`config.mk`:
```
export PLATFORM = sky130hd
export DESIGN_NAME = ppi_mode1_strobe_ctrl_flat
export DESIGN_NICKNAME = d
export VERILOG_FILES = /design/src/rtl/ppi_mode1_strobe_ctrl_if.sv /design/src/rtl/ppi_mode1_strobe_ctrl.sv /design/src/flat_wrapper.sv
export SDC_FILE = /design/constraint.sdc
export NUM_CORES = 1
export LEC_CHECK = 0
export CORE_ASPECT_RATIO = 1.1
export CORE_MARGIN = 1
export CORE_UTILIZATION = 45
export DETAILED_ROUTE_END_ITERATION = 8
export GPL_ROUTABILITY_DRIVEN = 0
export PLACE_DENSITY = 0.78
export SYNTH_ARGS = -nofsm -noshare
export SYNTH_HDL_FRONTEND = slang
export SYNTH_SLANG_ARGS = --single-unit
```
`constraint.sdc`:
```
create_clock -name clk_i -period 1.7 [get_ports clk_i]
set_input_delay 0.34 -clock clk_i [delete_from_list [all_inputs] [get_ports clk_i]]
set_output_delay 0.34 -clock clk_i [all_outputs]
set_load 0.05 [all_outputs]
```
`src/rtl/ppi_mode1_strobe_ctrl_if.sv`:
```
// CPU-side register bus of the PPI Mode 1 handshake stage.
// The master drives select, strobes and write data; the slave returns read data.
interface ppi_mode1_strobe_ctrl_if;
  logic [1:0] a;
  logic       write;
  logic       read;
  logic [7:0] din;
  logic [7:0] dout;
  logic       dout_en;

  modport master (output a, write, read, din, input dout, dout_en);
  modport slave  (input a, write, read, din, output dout, dout_en);
endinterface

```
`src/rtl/ppi_mode1_strobe_ctrl.sv`:
```
// PPI Mode 1 strobed-I/O handshake: Port A strobed input, Port B strobed output,
// control word decode (mode select, INTE bit set/reset) and Port C status readback.
module ppi_mode1_strobe_ctrl #(
  parameter int unsigned SyncStages = 2
) (
  input  logic                   clk_i,
  input  logic                   reset_i,
  ppi_mode1_strobe_ctrl_if.slave cpu_io,
  input  logic [7:0]             pa_in_i,
  input  logic                   stb_a_n_i,
  output logic [7:0]             pb_out_o,
  input  logic                   ack_b_n_i,
  output logic                   ibf_a_o,
  output logic                   intr_a_o,
  output logic                   obf_b_n_o,
  output logic                   intr_b_o,
  output logic                   mode1_a_o,
  output logic                   mode1_b_o
);

  logic [SyncStages-1:0] stb_sync_q, ack_sync_q;
  logic                  stb_prev_q, ack_prev_q;
  logic                  stb_s, ack_s;
  logic                  stb_fall, stb_rise, ack_fall, ack_rise;
  logic                  write_q, read_q;
  logic                  wr_start, wr_end, rd_start, rd_end;
  logic                  sel_a, sel_b, sel_ctl;

  logic       mode1_a_q, mode1_a_d, mode1_b_q, mode1_b_d;
  logic       inte_a_q, inte_a_d, inte_b_q, inte_b_d;
  logic       ibf_q, ibf_d, intr_a_q, intr_a_d;
  logic       obf_n_q, obf_n_d, intr_b_q, intr_b_d;
  logic [7:0] latch_q, latch_d, pb_q, pb_d;

  // Synchroniser output plus one registered sample gives the edge detector.
  assign stb_s    = stb_sync_q[SyncStages-1];
  assign ack_s    = ack_sync_q[SyncStages-1];
  assign stb_fall = stb_prev_q & ~stb_s;
  assign stb_rise = ~stb_prev_q & stb_s;
  assign ack_fall = ack_prev_q & ~ack_s;
  assign ack_rise = ~ack_prev_q & ack_s;

  assign wr_start = cpu_io.write & ~write_q;
  assign wr_end   = ~cpu_io.write & write_q;
  assign rd_start = cpu_io.read & ~read_q;
  assign rd_end   = ~cpu_io.read & read_q;
  assign sel_a    = (cpu_io.a == 2'd0);
  assign sel_b    = (cpu_io.a == 2'd1);
  assign sel_ctl  = (cpu_io.a == 2'd3);

  always_comb begin
    mode1_a_d = mode1_a_q;
    mode1_b_d = mode1_b_q;
    inte_a_d  = inte_a_q;
    inte_b_d  = inte_b_q;
    ibf_d     = ibf_q;
    intr_a_d  = intr_a_q;
    obf_n_d   = obf_n_q;
    intr_b_d  = intr_b_q;
    latch_d   = latch_q;
    pb_d      = pb_q;

    // Later assignments take priority: sets are placed after clears.
    if (mode1_a_q) begin
      if (rd_start && sel_a) intr_a_d = 1'b0;
      if (rd_end && sel_a) ibf_d = 1'b0;
      if (stb_fall) begin
        latch_d = pa_in_i;
        ibf_d   = 1'b1;
      end
      if (stb_rise && ibf_q && inte_a_q) intr_a_d = 1'b1;
    end

    if (mode1_b_q) begin
      if (wr_start && sel_b) begin
        pb_d     = cpu_io.din;
        intr_b_d = 1'b0;
      end
      if (ack_fall) obf_n_d = 1'b1;
      if (wr_end && sel_b) obf_n_d = 1'b0;
      if (ack_rise && obf_n_q && inte_b_q) intr_b_d = 1'b1;
    end

    if (wr_start && sel_ctl) begin
      if (cpu_io.din[7]) begin
        mode1_a_d = (cpu_io.din[6:5] == 2'b01) && cpu_io.din[4];
        mode1_b_d = cpu_io.din[2] && !cpu_io.din[1];
        inte_a_d  = 1'b0;
        inte_b_d  = 1'b0;
        ibf_d     = 1'b0;
        intr_a_d  = 1'b0;
        intr_b_d  = 1'b0;
        obf_n_d   = 1'b1;
        pb_d      = 8'h00;
      end else if (cpu_io.din[3:1] == 3'd4) begin
        inte_a_d = cpu_io.din[0];
      end else if (cpu_io.din[3:1] == 3'd2) begin
        inte_b_d = cpu_io.din[0];
      end
    end
  end

  always_ff @(posedge clk_i) begin
    if (reset_i) begin
      stb_sync_q <= '1;
      ack_sync_q <= '1;
      stb_prev_q <= 1'b1;
      ack_prev_q <= 1'b1;
      write_q    <= 1'b0;
      read_q     <= 1'b0;
      mode1_a_q  <= 1'b0;
      mode1_b_q  <= 1'b0;
      inte_a_q   <= 1'b0;
      inte_b_q   <= 1'b0;
      ibf_q      <= 1'b0;
      intr_a_q   <= 1'b0;
      obf_n_q    <= 1'b1;
      intr_b_q   <= 1'b0;
      latch_q    <= 8'h00;
      pb_q       <= 8'h00;
    end else begin
      stb_sync_q <= {stb_sync_q[SyncStages-2:0], stb_a_n_i};
      ack_sync_q <= {ack_sync_q[SyncStages-2:0], ack_b_n_i};
      stb_prev_q <= stb_s;
      ack_prev_q <= ack_s;
      write_q    <= cpu_io.write;
      read_q     <= cpu_io.read;
      mode1_a_q  <= mode1_a_d;
      mode1_b_q  <= mode1_b_d;
      inte_a_q   <= inte_a_d;
      inte_b_q   <= inte_b_d;
      ibf_q      <= ibf_d;
      intr_a_q   <= intr_a_d;
      obf_n_q    <= obf_n_d;
      intr_b_q   <= intr_b_d;
      latch_q    <= latch_d;
      pb_q       <= pb_d;
    end
  end

  assign cpu_io.dout_en = cpu_io.read && !sel_ctl;

  always_comb begin
    cpu_io.dout = 8'h00;
    if (cpu_io.dout_en) begin
      unique case (cpu_io.a)
        2'd0:    cpu_io.dout = latch_q;
        2'd1:    cpu_io.dout = pb_q;
        2'd2:    cpu_io.dout = {2'b00, ibf_q, inte_a_q, intr_a_q, inte_b_q, obf_n_q, intr_b_q};
        default: cpu_io.dout = 8'h00;
      endcase
    end
  end

  assign pb_out_o  = pb_q;
  assign ibf_a_o   = ibf_q;
  assign intr_a_o  = intr_a_q;
  assign obf_b_n_o = obf_n_q;
  assign intr_b_o  = intr_b_q;
  assign mode1_a_o = mode1_a_q;
  assign mode1_b_o = mode1_b_q;

endmodule

```
`src/flat_wrapper.sv`:
```
// flat-port wrapper written by rule: the top's interface ports become plain ports
module ppi_mode1_strobe_ctrl_flat 
#(
  parameter int unsigned SyncStages = 2
)
  (clk_i, reset_i, pa_in_i, stb_a_n_i, pb_out_o, ack_b_n_i, ibf_a_o, intr_a_o, obf_b_n_o, intr_b_o, mode1_a_o, mode1_b_o, cpu_io_a, cpu_io_write, cpu_io_read, cpu_io_din, cpu_io_dout, cpu_io_dout_en);
  ppi_mode1_strobe_ctrl_if cpu_io_i ();
  input  logic clk_i;
  input  logic reset_i;
  input  logic [7:0] pa_in_i;
  input  logic stb_a_n_i;
  output logic [7:0] pb_out_o;
  input  logic ack_b_n_i;
  output logic ibf_a_o;
  output logic intr_a_o;
  output logic obf_b_n_o;
  output logic intr_b_o;
  output logic mode1_a_o;
  output logic mode1_b_o;
  input wire logic [$bits(cpu_io_i.a)-1:0] cpu_io_a;
  input wire logic [$bits(cpu_io_i.write)-1:0] cpu_io_write;
  input wire logic [$bits(cpu_io_i.read)-1:0] cpu_io_read;
  input wire logic [$bits(cpu_io_i.din)-1:0] cpu_io_din;
  output wire logic [$bits(cpu_io_i.dout)-1:0] cpu_io_dout;
  output wire logic [$bits(cpu_io_i.dout_en)-1:0] cpu_io_dout_en;
  assign cpu_io_i.a = cpu_io_a;
  assign cpu_io_i.write = cpu_io_write;
  assign cpu_io_i.read = cpu_io_read;
  assign cpu_io_i.din = cpu_io_din;
  assign cpu_io_dout = cpu_io_i.dout;
  assign cpu_io_dout_en = cpu_io_i.dout_en;
  ppi_mode1_strobe_ctrl #(.SyncStages(SyncStages)) u_core (.clk_i(clk_i), .reset_i(reset_i), .cpu_io(cpu_io_i), .pa_in_i(pa_in_i), .stb_a_n_i(stb_a_n_i), .pb_out_o(pb_out_o), .ack_b_n_i(ack_b_n_i), .ibf_a_o(ibf_a_o), .intr_a_o(intr_a_o), .obf_b_n_o(obf_b_n_o), .intr_b_o(intr_b_o), .mode1_a_o(mode1_a_o), .mode1_b_o(mode1_b_o));
endmodule
```
### Word level (Yosys, flattened, before mapping)

Cells that the tools add are included.

* eq/ne operators: 7
* muxes and demuxes: 31
* bitwise operators: 16
* reductions and logical operators: 21

Operators with widths (number)
* $mux 8: 5
* $mux 1: 25
* $pmux 8 s3: 1
* $logic_and 1x1->1: 12
* $and 1x1->1: 8
* $not 1->1: 8
* $reduce_and 2->1: 3
* $eq 2x1->1 const B: 2
* $eq 2x2->1 const B: 2
* $reduce_bool 2->1: 2
* $eq 3x2->1 const B: 1
* $eq 3x3->1 const B: 1
* $reduce_and 3->1: 1
* $logic_not 1->1: 2
* $logic_not 2->1: 1
* $ne 2x2->1 const B: 1

* bits in registers: 32
* bits of input ports: 24
* logic and storage cells: 91

### Longest topological paths before layout

* word-level depth: 8
* mapped depth: 5
* depth with buffers taken out: 3

### Least setup slack after synthesis

No wires, ideal clock.

* kind: in2out
* from: input port cpu_io_a[0]
* to: output port cpu_io_dout_en
* data arrival time: 1.807 ns
* data required time: 1.360 ns
* slack: -0.447 ns
* stages: 3
* cell sequence: buf_4 buf_4 a21boi_0

* word-level cells in the longest chain between the ends: 3

RTL lines
* from (decl): RTL line flat_wrapper.sv:20 `input wire logic [$bits(cpu_io_i.a)-1:0] cpu_io_a;`
* $eq 2x2->1: RTL line ppi_mode1_strobe_ctrl.sv:49 `assign sel_ctl = (cpu_io.a == 2'd3);`
* $logic_not 1->1: RTL line ppi_mode1_strobe_ctrl.sv:141 `assign cpu_io.dout_en = cpu_io.read && !sel_ctl;`
* $logic_and 1x1->1: RTL line ppi_mode1_strobe_ctrl.sv:141
* to (decl): RTL line flat_wrapper.sv:25 `output wire logic [$bits(cpu_io_i.dout_en)-1:0] cpu_io_dout_en;`

Every way passes these cells.

### Worst setup path in the final report

* from: register u_core.pb_q[3], in the netlist u_core.pb_out_o[3]
* to: output port cpu_io_dout[3]

* word-level cells in the longest chain between the ends: 2

RTL lines
* from (decl): RTL line ppi_mode1_strobe_ctrl.sv:33 `logic [7:0] latch_q, latch_d, pb_q, pb_d;`
* from (signal assigned): RTL line ppi_mode1_strobe_ctrl.sv:137 `pb_q <= pb_d;`
* $pmux 8 s3: RTL line ppi_mode1_strobe_ctrl.sv:146 `unique case (cpu_io.a)`
* $mux 8: RTL line ppi_mode1_strobe_ctrl.sv:145 `if (cpu_io.dout_en) begin`
* to (decl): RTL line flat_wrapper.sv:24 `output wire logic [$bits(cpu_io_i.dout)-1:0] cpu_io_dout;`

Every way passes these cells.

==> qor.csv <==
stage,metric,value,unit
outcome,status,completed,
clock_network,Root Driver,clkbuf_4,
floorplanning,io pins,47,
setup_path,worst setup path class,flop to primary output,
sta,final hold vios,0,
sta,min Tclk post-route,1.69,ns
sta,setup ws final,0.0125,ns
clock_network,clk sinks,32,
floorplanning,Die Ht,62,um
layout,Final Instance Area,0.00229,mm2
synth,Mapped Area,0.00147,mm2
clock_network,clock tree buffer depth,2,
clock_network,H-tree depth,2,
synth,ys flop type,dfxtp_1,
setup_path,crit path DAT,1.35,ns
placement,Post-DP HPWL,3.01,mm
floorplanning,core area,0.00307,mm2
layout,final design utilization,74.4,%
grt,vias in the first global route,1377,
clock_network,post-cts hold buffer count,0,
route,DR iter-0 viols,59,
sta,Fmax,0.593,GHz
floorplanning,DIE WIDTH,56.5,um
setup_path,Crit Path Max Fanout,3,
setup_path,reg-to-reg endpoint,u_core.pb_out_o[0],
route,met3 wire length,259,um
setup_path,"Largest stage delay, worst path",0.35,ns
synth,cells after synthesis,164,
grt,gr usage total,24.8,%
power_and_ir_drop,pwr/cell area,676,mW/mm2
placement,Place WS,-0.347,ns
run,Max Cap Violations,0,
grt,Congestion Overflow GR,0,
setup_path,CP top delay family,flip-flops,
clock_network,Clock transition at path regs,0.12,ns
sta,Worst Clk Skew,0.0135,ns
layout,post-route insts no fill,264,
floorplanning,die area,0.00351,mm2
synth,synthesized area per cell,8.98,um2
power_and_ir_drop,Max VDD drop,0.000675,V
sta,unrepaired setup endpoints after global routing,yes,
route,Post-Route M1 WL,1.68,mm
grt,first-pass GRT wire length,6.44,mm
layout,multi-input logic area,828,um2
route,Detailed Routing Iterations Pass 1,4,
layout,most frequent cells in the layout,"buf_4, dfxtp_1, clkdlybuf4s50_1",
route,Via Count,1487,
layout,"commonest non-fill, non-tap cell in the layout",buf_4,
setup_path,Reg2Reg Setup Slack,0.32,ns
power_and_ir_drop,leakage power,0.986,nW
setup_path,startpoint types,flop,
hold_path,WHS Endpoint,u_core.ack_sync_q[1],
sta,final period utilization,99.3,%
setup_path,CP required,1.36,ns
sta,Final Max Tran Viols,0,
layout,FF/Latch Area,652,um2
setup_path,CP Capture Type,primary output,
clock_network,Worst-Skew Late Latency,0.35,ns
route,met2 wire len,2.10,mm
sta,Slew @ Worst Pin,0.441,ns
layout,antenna cells,0,
grt,antenna violations before repair,0,
floorplanning,# rows,21,
placement,Post-Place Cell Area,0.00215,mm2
setup_path,Crit path buffers/inverters,1,
setup_path,crit path cell chain,"mux2i_1, or2_1, a21boi_4, buf_12",
synth,"flops & latches, synth",32,
layout,fin nets,253,
route,DRC viols,0,
synth,Post-synth EDFFs,0,
synth,Unique masters post-synth,38,
clock_network,CTS Buf Count,5,
layout,area grow syn2layout,55.2,%
sta,Max-slew headroom,70.5,%
hold_path,hold depth,1,
clock_network,CTS tree,done,
hold_path,HP Start,u_core.ack_sync_q[0],
sta,Final Setup Violations,0,
setup_path,Crit Reg-Reg Startpoint,u_core.mode1_b_o,
synth,ys async rst share,0,%
route,Highest Signal Layer,met4,
layout,layout cells sized above 1,35.2,%
route,Total Wirelength,4.14,mm
layout,# fillers,244,
synth,Yosys warning count,0,
synth,sequential area share after synthesis,43.5,%
setup_path,r2r worst-path depth,3,
synth,Post-Syn Nets,188,
setup_path,slowest CP cell,dfxtp_2,
route,per-cell routed wire length,15.7,um
hold_path,Hold WC Path Type,flop to flop,
placement,Placed Cells incl. Taps,251,
sta,hold slack final,0.436,ns
grt,pin count of the biggest net entering global routing,22,
placement,Port Buffers,46,
route,via/cell ratio,5.63,
route,post-route ant nets,0,
floorplanning,Initial Util,47.9,%
-- worst reg2reg max path: stages, from the launching register on --
cell and delay, ns:
dfxtp_1 0.44, nand3b_1 0.36, o21ai_0 0.34, a21oi_1 0.11
-- sequential cells by signal, summed over array words and instances (netlist names) --
register and cells:
u_core.inte_a_q 1, u_core.ack_prev_q 1, u_core.intr_b_o 1, u_core.intr_a_o 1
u_core.inte_b_q 1, u_core.obf_b_n_o 1, u_core.read_q 1, u_core.mode1_b_o 1
u_core.latch_q 8, u_core.stb_prev_q 1, u_core.ibf_a_o 1, u_core.pb_out_o 8
u_core.stb_sync_q 2, u_core.write_q 1, u_core.mode1_a_o 1, u_core.ack_sync_q 2
-- report_power, final --
part / switching (W) / internal [W] / leakage [nW]
logic: 0.0000871 / 0.000110 / 0.680
clock network: 0.000279 / 0.000306 / 0.0412
registers: 0.00000470 / 0.000758 / 0.264
total: 0.000371 / 0.00117 / 0.986
-- cells in the mapped netlist, types with 2 or more instances --
master	instances	area, um2
or2_2	7	43.8
nor2b_1	4	25.0
nand3b_1	2	15.0
mux2i_1	16	160
nand2b_1	4	25.0
a21oi_1	14	70.1
and2_1	2	12.5
a31oi_1	2	12.5
nand2_1	7	26.3
o2bb2ai_1	2	17.5
buf_1	2	7.51
inv_1	3	11.3
buf_2	3	15.0
clkbuf_1	3	11.3
nor2_1	11	41.3
buf_4	2	15.0
dfxtp_1	32	641
or2_1	4	25.0
or3b_1	2	17.5
a21boi_1	4	30.0
o21ai_0	11	55.1
nand3_1	9	45.0
o21ai_1	2	10.0
nand4_1	2	12.5
-- worst max path at each step --
stage,startpoint,slack [ns],cells after the start,endpoint
final,u_core.pb_out_o[3],0.01,4,cpu_io_dout[3]
after global routing,u_core.pb_out_o[3],-0.03,4,cpu_io_dout[3]
after global placement,cpu_io_a[0],-0.33,6,cpu_io_dout[1]
after detailed placement,cpu_io_a[0],-0.35,6,cpu_io_dout[1]
after floorplan,cpu_io_a[0],-0.04,3,cpu_io_dout_en
after CTS,u_core.pb_out_o[5],0.004,4,cpu_io_dout[5]
-- layout make-up --
class                   instances  share of cell area, %
multi-input cells             119                   36.2
repair buffers                 68                   29.4
flip-flops and latches         32                   28.5
clock inverters                 3                   1.86
well taps                      34                   1.86
clock buffers                   5                   1.64
inverters                       3                  0.493
-- stage by stage --
| step | TNS (ns) | total power [W] |
|---|---|---|
| after floorplan | -0.0381 | 0.000859 |
| after global placement | -3.79 | 0.000970 |
| after detailed placement | -4.54 | 0.000975 |
| after CTS | 0 | 0.00155 |
| after global routing | -0.0733 | 0.00161 |
| final | 0 | 0.00155 |
-- layer usage --
| layer | GRT usage, % | vias to the layer above |
|---|---|---|
| met2 | 44.9 | 67 |
| met3 | 5.80 | 12 |
| met4 | 12.2 | 0 |
| li1 | - | 704 |
| met5 | 0 | - |
| met1 | 28.1 | 704 |
-- cells by family (layout without fill, tap and decap cells) --
family	after synthesis	count (layout)	share of synthesized area [%]
and+or+nand+nor	63	63	25.6
AOI/OAI and AO/OA	40	40	16.0
DFF	32	32	43.5
muxes	16	16	10.9
buffers and inverters	13	79	4.08
-- what timing repair did --
item / CTS / global route
setup buffers: 0 / 5
pin swaps: 2 / 1
gates resized for setup: 11 / 7
endpoints found under the setup margin: 9 / 6
Note: power is estimated with default switching activity, not from simulation.
